$ cat src/rtl/visualizador_pkg.sv
// visualizador_pkg: segment/enable codes, BCD blank value and FSM states
// shared by the 7-segment loopback reader.
package visualizador_pkg;
  // Segment patterns are active-low and use bit 0 = a ... bit 6 = g, with dp = 1 (off).
  localparam logic [7:0] SEG_0     = 8'hC0;
  localparam logic [7:0] SEG_1     = 8'hF9;
  localparam logic [7:0] SEG_2     = 8'hA4;
  localparam logic [7:0] SEG_3     = 8'hB0;
  localparam logic [7:0] SEG_4     = 8'h99;
  localparam logic [7:0] SEG_5     = 8'h92;
  localparam logic [7:0] SEG_6     = 8'h82;
  localparam logic [7:0] SEG_7     = 8'hF8;
  localparam logic [7:0] SEG_8     = 8'h80;
  localparam logic [7:0] SEG_9     = 8'h90;
  localparam logic [7:0] SEG_BLANK = 8'hFF;
  localparam logic [3:0] AN_DIG0   = 4'b1110;
  localparam logic [3:0] AN_DIG1   = 4'b1101;
  localparam logic [3:0] AN_DIG2   = 4'b1011;
  localparam logic [3:0] AN_DIG3   = 4'b0111;
  localparam logic [3:0] AN_IDLE   = 4'b1111;
  localparam logic [3:0] BCD_BLANK = 4'hF;
  typedef enum logic [1:0] {ST_WAIT, ST_SETTLE, ST_CAPTURE, ST_HOLD} estado_t;
  function automatic logic an_legal(input logic [3:0] an);
    return (an == AN_DIG0) || (an == AN_DIG1) || (an == AN_DIG2) || (an == AN_DIG3);
  endfunction
endpackage

$ cat src/rtl/decodificador_7seg_bcd.sv
// decodificador_7seg_bcd: active-low segment pattern -> BCD digit.
//   i_seg   : segments a..g (bit 0 = a), active-low
//   o_bcd   : 0-9, or BCD_BLANK for blank/illegal patterns
//   o_error : 1 for a pattern that is neither a decimal digit nor blank
module decodificador_7seg_bcd
  import visualizador_pkg::*;
(
  input  logic [6:0] i_seg,
  output logic       o_error,
  output logic [3:0] o_bcd
);
  always_comb begin
    o_error = 1'b0;
    o_bcd   = BCD_BLANK;
    case (i_seg)
      SEG_0[6:0]:     o_bcd = 4'd0;
      SEG_1[6:0]:     o_bcd = 4'd1;
      SEG_2[6:0]:     o_bcd = 4'd2;
      SEG_3[6:0]:     o_bcd = 4'd3;
      SEG_4[6:0]:     o_bcd = 4'd4;
      SEG_5[6:0]:     o_bcd = 4'd5;
      SEG_6[6:0]:     o_bcd = 4'd6;
      SEG_7[6:0]:     o_bcd = 4'd7;
      SEG_8[6:0]:     o_bcd = 4'd8;
      SEG_9[6:0]:     o_bcd = 4'd9;
      SEG_BLANK[6:0]: o_bcd = BCD_BLANK;
      default:        o_error = 1'b1;
    endcase
  end
endmodule

$ cat src/rtl/lector_visualizador_numerico.sv
// lector_visualizador_numerico: recovers 4-digit BCD frames from a multiplexed
// 7-segment bus by waiting for each digit dwell to settle and decoding it.
//   clock, reset (async, active-low)
//   code_digitos_decimal : segment bus, active-low, bit 7 = dp (ignored)
//   code_7seg            : active-low one-hot digit enables, 1111 = idle
//   valor_bcd            : last complete frame, digit 3 in [15:12]
//   frame_valid          : one-cycle pulse when valor_bcd updates
//   seg_error            : frame contained an illegal segment pattern
//   anode_error          : one-cycle pulse on a settled illegal enable pattern
module lector_visualizador_numerico
  import visualizador_pkg::*;
#(
  parameter int STABLE_CYCLES = 4
) (
  input  logic        clock,
  input  logic        reset,
  input  logic [7:0]  code_digitos_decimal,
  input  logic [3:0]  code_7seg,
  output logic [15:0] valor_bcd,
  output logic        frame_valid,
  output logic        seg_error,
  output logic        anode_error
);
  localparam logic [7:0] LP_STABLE = 8'(STABLE_CYCLES);
  localparam logic [10:0] LP_IDLE_SMP = {AN_IDLE, SEG_BLANK[6:0]};
  logic [10:0] r_smp, r_prev;
  logic [7:0]  r_cnt;
  estado_t     r_st;
  logic [15:0] r_shadow;
  logic [3:0]  r_mask;
  logic        r_ferr;
  logic        w_change, w_err;
  logic [7:0]  w_cnt_next;
  logic [3:0]  w_en, w_bcd;
  logic        w_unused_dp;
  assign w_unused_dp = code_digitos_decimal[7];
  assign w_change    = r_smp != r_prev;
  assign w_cnt_next  = w_change ? 8'd1 : (r_cnt == LP_STABLE ? r_cnt : r_cnt + 8'd1);
  // r_prev holds the settled sample during CAPTURE, even if r_smp has moved on.
  assign w_en        = r_prev[10:7];
  decodificador_7seg_bcd u_dec (
    .i_seg   (r_prev[6:0]),
    .o_error (w_err),
    .o_bcd   (w_bcd)
  );
  always_ff @(posedge clock or negedge reset) begin
    if (!reset) begin
      r_smp       <= LP_IDLE_SMP;
      r_prev      <= LP_IDLE_SMP;
      r_cnt       <= 8'd0;
      r_st        <= ST_WAIT;
      r_shadow    <= 16'hFFFF;
      r_mask      <= 4'd0;
      r_ferr      <= 1'b0;
      valor_bcd   <= 16'hFFFF;
      frame_valid <= 1'b0;
      seg_error   <= 1'b0;
      anode_error <= 1'b0;
    end else begin
      r_smp       <= {code_7seg, code_digitos_decimal[6:0]};
      r_prev      <= r_smp;
      r_cnt       <= w_cnt_next;
      frame_valid <= 1'b0;
      anode_error <= 1'b0;
      case (r_st)
        ST_WAIT, ST_HOLD: r_st <= w_change ? ST_SETTLE : r_st;
        ST_SETTLE:        r_st <= (w_cnt_next == LP_STABLE) ? ST_CAPTURE : ST_SETTLE;
        // A dwell exactly STABLE_CYCLES long already changed by now; resume settling directly.
        default:          r_st <= w_change ? ST_SETTLE : (w_en == AN_IDLE ? ST_WAIT : ST_HOLD);
      endcase
      if (r_st == ST_CAPTURE) begin
        if (an_legal(w_en)) begin
          for (int i = 0; i < 4; i++)
            if (!w_en[i]) r_shadow[i*4 +: 4] <= w_bcd;
          r_mask <= r_mask | ~w_en;
          r_ferr <= r_ferr | w_err;
        end else if (w_en != AN_IDLE) begin
          anode_error <= 1'b1;
          r_mask      <= 4'd0;
          r_ferr      <= 1'b0;
        end
      end
      // Publishing is placed last so it wins over an abort in the same cycle.
      if (r_mask == 4'hF) begin
        valor_bcd   <= r_shadow;
        seg_error   <= r_ferr;
        frame_valid <= 1'b1;
        r_mask      <= 4'd0;
        r_ferr      <= 1'b0;
      end
    end
  end
endmodule

$ cat config.mk
export PLATFORM = sky130hd
export DESIGN_NAME = lector_visualizador_numerico
export DESIGN_NICKNAME = d
export VERILOG_FILES = /design/src/rtl/visualizador_pkg.sv /design/src/rtl/decodificador_7seg_bcd.sv /design/src/rtl/lector_visualizador_numerico.sv
export SDC_FILE = /design/constraint.sdc
export NUM_CORES = 1
export LEC_CHECK = 0
export ABC_AREA = 1
export CORE_MARGIN = 5
export CORE_UTILIZATION = 25
export DETAILED_ROUTE_END_ITERATION = 10
export PLACE_DENSITY = 0.51
export RECOVER_POWER = 50
export SLEW_MARGIN = 10
export SYNTH_ARGS = -nofsm -noshare
export SYNTH_HDL_FRONTEND = slang
export SYNTH_SLANG_ARGS = --single-unit
$ cat constraint.sdc
create_clock -name clock -period 4.9 [get_ports clock]
set_input_delay 0.98 -clock clock [delete_from_list [all_inputs] [get_ports clock]]
set_output_delay 0.98 -clock clock [all_outputs]
set_load 0.1 [all_outputs]
==> impl_metrics.sql <==
INSERT INTO impl_metrics (metric_group, metric, value, unit) VALUES
('clock_tree', 'cts_resized', '0', ''),
('die', 'core.rowCount', '41', ''),
('job', 'drv_cap', '1', ''),
('synth', 'yosys.cell_count.top_type', 'sky130_fd_sc_hd__nand2_1', ''),
('grt', 'global_route.overflow_total', '0', ''),
('clock_tree', 'clock_buffers_created_by_tritoncts', '9', ''),
('synth', 'synth_enable_flop_cells', '0', ''),
('worst_setup_path', 'ws_path_type', 'reg2out', ''),
('finish', 'layout.filler_cells', '1389', ''),
('worst_setup_path', 'timing.critical_path.arrival', '2.00', 'ns'),
('clock_tree', 'insertion_delay', '0.34', 'ns'),
('sta', 'timing.final.max_slew_violations', '43', ''),
('worst_setup_path', 'rrSetupSlack', '2.89', 'ns'),
('power', 'cellPowerDensity', '318', 'nW/um^2'),
('finish', 'area_delta_synth_final', '24.4', '%'),
('sta', 'max_slew.worst_pin.slew', '2.14', 'ns'),
('synth', 'synth.cells.most_frequent', 'sky130_fd_sc_hd__nand2_1, sky130_fd_sc_hd__dfstp_2, sky130_fd_sc_hd__inv_1, sky130_fd_sc_hd__nor2_1, sky130_fd_sc_hd__dfrtp_1', ''),
('die', 'die_y', '124', 'um'),
('synth', 'netlist_area', '3270', 'um^2'),
('synth', 'synth_warnings', '0', ''),
('finish', 'seqCellArea', '1870', 'um^2'),
('detailed_routing', 'drt-pass1-iter-count', '4', ''),
('outcome', 'run_status', 'finished with violations', ''),
('finish', 'finish.net_count', '448', ''),
('power', 'p_leak', '1.87', 'nW'),
('detailed_routing', 'post_drt_wl_per_cell', '11.2', 'um'),
('worst_setup_path', 'worst_ep_required_time', '3.92', 'ns'),
('hold_path', 'holdPathStages', '0', ''),
('sta', 'final_critical_path_setup_slack', '1.92', 'ns'),
('synth', 'syn_area_per_cell', '8.39', 'um^2'),
('grt', 'grt_start_max_net_pins', '43', ''),
('placement', 'post-dp-hpwl', '4980', 'um'),
('outcome', 'violations', 'max-capacitance violations, max-slew violations', ''),
('synth', 'synth_top_cells_by_area', 'sky130_fd_sc_hd__dfstp_2, sky130_fd_sc_hd__nand2_1, sky130_fd_sc_hd__dfrtp_1', ''),
('synth', 'synth_top_area_cell', 'sky130_fd_sc_hd__dfstp_2', ''),
('clock_tree', 'root_buffer', 'sky130_fd_sc_hd__clkbuf_16', ''),
('placement', 'io_buffer_count', '31', ''),
('worst_setup_path', 'cpLargestDelayFamily', 'buffers and inverters', ''),
('sta', 'final.setup.tns', '0', 'ns'),
('sta', 'period_needed', '2.98', 'ns'),
('clock_tree', 'clk_transition_reported_paths', '0.06', 'ns'),
('detailed_routing', 'detailroute.via_count', '2486', ''),
('die', 'floorplan.initialDensity', '25.7', '%'),
('worst_setup_path', 'r2r_cells', '5', ''),
('finish', 'multiInputGateArea', '1190', 'um^2'),
('detailed_routing', 'antenna_left', '0', ''),
('die', 'die_width', '124', 'um'),
('worst_setup_path', 'path_cells', 'clkdlybuf4s50_1', ''),
('sta', 'max_slew_margin', '-42.3', '%'),
('detailed_routing', 'drt-vias-per-instance', '4.10', ''),
('grt', 'grt.total_usage', '9.53', '%'),
('worst_setup_path', 'critPathLaunch', 'valor_bcd[3]$_DFFE_PN1P_', ''),
('sta', 'finalClockSkew', '0.0107', 'ns'),
('grt', 'initial_antenna_violation_count', '0', ''),
('grt', 'first_global_vias', '2591', ''),
('sta', 'final-setup-viol-count', '0', ''),
('finish', 'antenna_cells_inserted', '0', ''),
('placement', 'worst_slack_at_placement', '2.27', 'ns'),
('synth', 'mappedNetlistNets', '408', ''),
('synth', 'synth_top_flop_cell', 'sky130_fd_sc_hd__dfstp_2', ''),
('clock_tree', 'cts_hold_buffers', '0', ''),
('detailed_routing', 'drt-initial-drc-count', '74', ''),
('synth', 'yosys_register_bits', '72', ''),
('hold_path', 'min-delay-start', 'r_smp[10]$_DFF_PN1_', ''),
('synth', 'seq_area_frac_synth', '57.1', '%'),
('worst_setup_path', 'slowest_delay', '1.13', 'ns'),
('die', 'core_region_area', '12700', 'um^2'),
('hold_path', 'hold_path_class', 'reg2reg', ''),
('synth', 'async_flop_share', '100', '%'),
('sta', 'maximum_operating_frequency', '336', 'MHz'),
('power', 'max-vdd-ir-drop', '202', 'uV');
[cells in the final DEF, fill, tap and decap left out, types with 11 or more instances in the layout]
| master | n |
|---|---|
| sky130_fd_sc_hd__dfstp_1 | 11 |
| sky130_fd_sc_hd__dfstp_2 | 43 |
| sky130_fd_sc_hd__nand3_1 | 12 |
| sky130_fd_sc_hd__inv_1 | 44 |
| sky130_fd_sc_hd__clkdlybuf4s50_1 | 19 |
| sky130_fd_sc_hd__nand2_1 | 146 |
| sky130_fd_sc_hd__dlygate4sd3_1 | 11 |
| sky130_fd_sc_hd__a21oi_1 | 13 |
| sky130_fd_sc_hd__dfrtp_1 | 18 |
| sky130_fd_sc_hd__nor2_1 | 41 |
| sky130_fd_sc_hd__nand4_1 | 12 |
[per-stage QoR]
| stage | util, % | instance area (um^2) | cells | hold slack (ns) |
|---|---|---|---|---|
| floorplan | - | 3270 | 390 | 0.360 |
| global placement | 29.8 | 3790 | 591 | 0.363 |
| detailed placement | 29.8 | 3790 | 591 | 0.364 |
| CTS | 32.1 | 4080 | 607 | 0.372 |
| global route | 32.0 | 4070 | 607 | 0.385 |
| finish | 32.0 | 4070 | 607 | 0.378 |
[logic make-up (layout without fill, tap and decap cells)]
group | count (synthesis) | count (layout) | synth area share, %
xor gates and xnor gates | 6 | 6 | 1.61
and+or+nand+nor | 226 | 226 | 28.7
adders and majority gates | 4 | 4 | 1.53
DFF | 72 | 72 | 57.1
buffers and inverters | 55 | 100 | 6.42
AOI/OAI and AO/OA | 27 | 27 | 4.63
[sequential cells by signal (all words and copies together), names as in the netlist]
| signal | count |
|---|---|
| r_shadow | 16 |
| r_prev | 11 |
| r_st | 2 |
| valor_bcd | 16 |
| anode_error | 1 |
| seg_error | 1 |
| r_mask | 4 |
| r_smp | 11 |
| frame_valid | 1 |
| r_cnt | 8 |
| r_ferr | 1 |
[per-layer routing]
metal | share of wire, % | global-route usage [%] | vias up
li1 | - | - | 1294
met1 | 46 | 11.3 | 1140
met2 | 48 | 15.6 | 44
met3 | 4.2 | 3.56 | 8
met4 | 1.8 | 3.87 | 0
met5 | 0 | 0 | -
[worst paths after layout]
kind / endpoint
min reg2reg: r_prev[10]$_DFF_PN1_
max reg2reg: r_ferr$_DFFE_PN0P_
min: r_prev[10]$_DFF_PN1_
max: valor_bcd[3]
max in group asynchronous: r_prev[0]$_DFF_PN1_
min in group asynchronous: r_cnt[4]$_DFF_PN0_
[layout make-up]
cell class | count | area share (%)
sequential | 72 | 45.9
multi-input combinational | 263 | 29.2
timing repair buffer | 33 | 7.74
clock buffer | 10 | 5.87
tap | 172 | 5.29
inverter | 51 | 4.70
clock inverter | 6 | 1.29
[power by group]
group	internal [mW]	switching [mW]	leakage, nW
combinational	0.0171	0.0305	0.936
sequential	0.611	0.0117	0.796
clock	0.363	0.263	0.137
total	0.991	0.305	1.87
(Power assumes the default switching activity.)
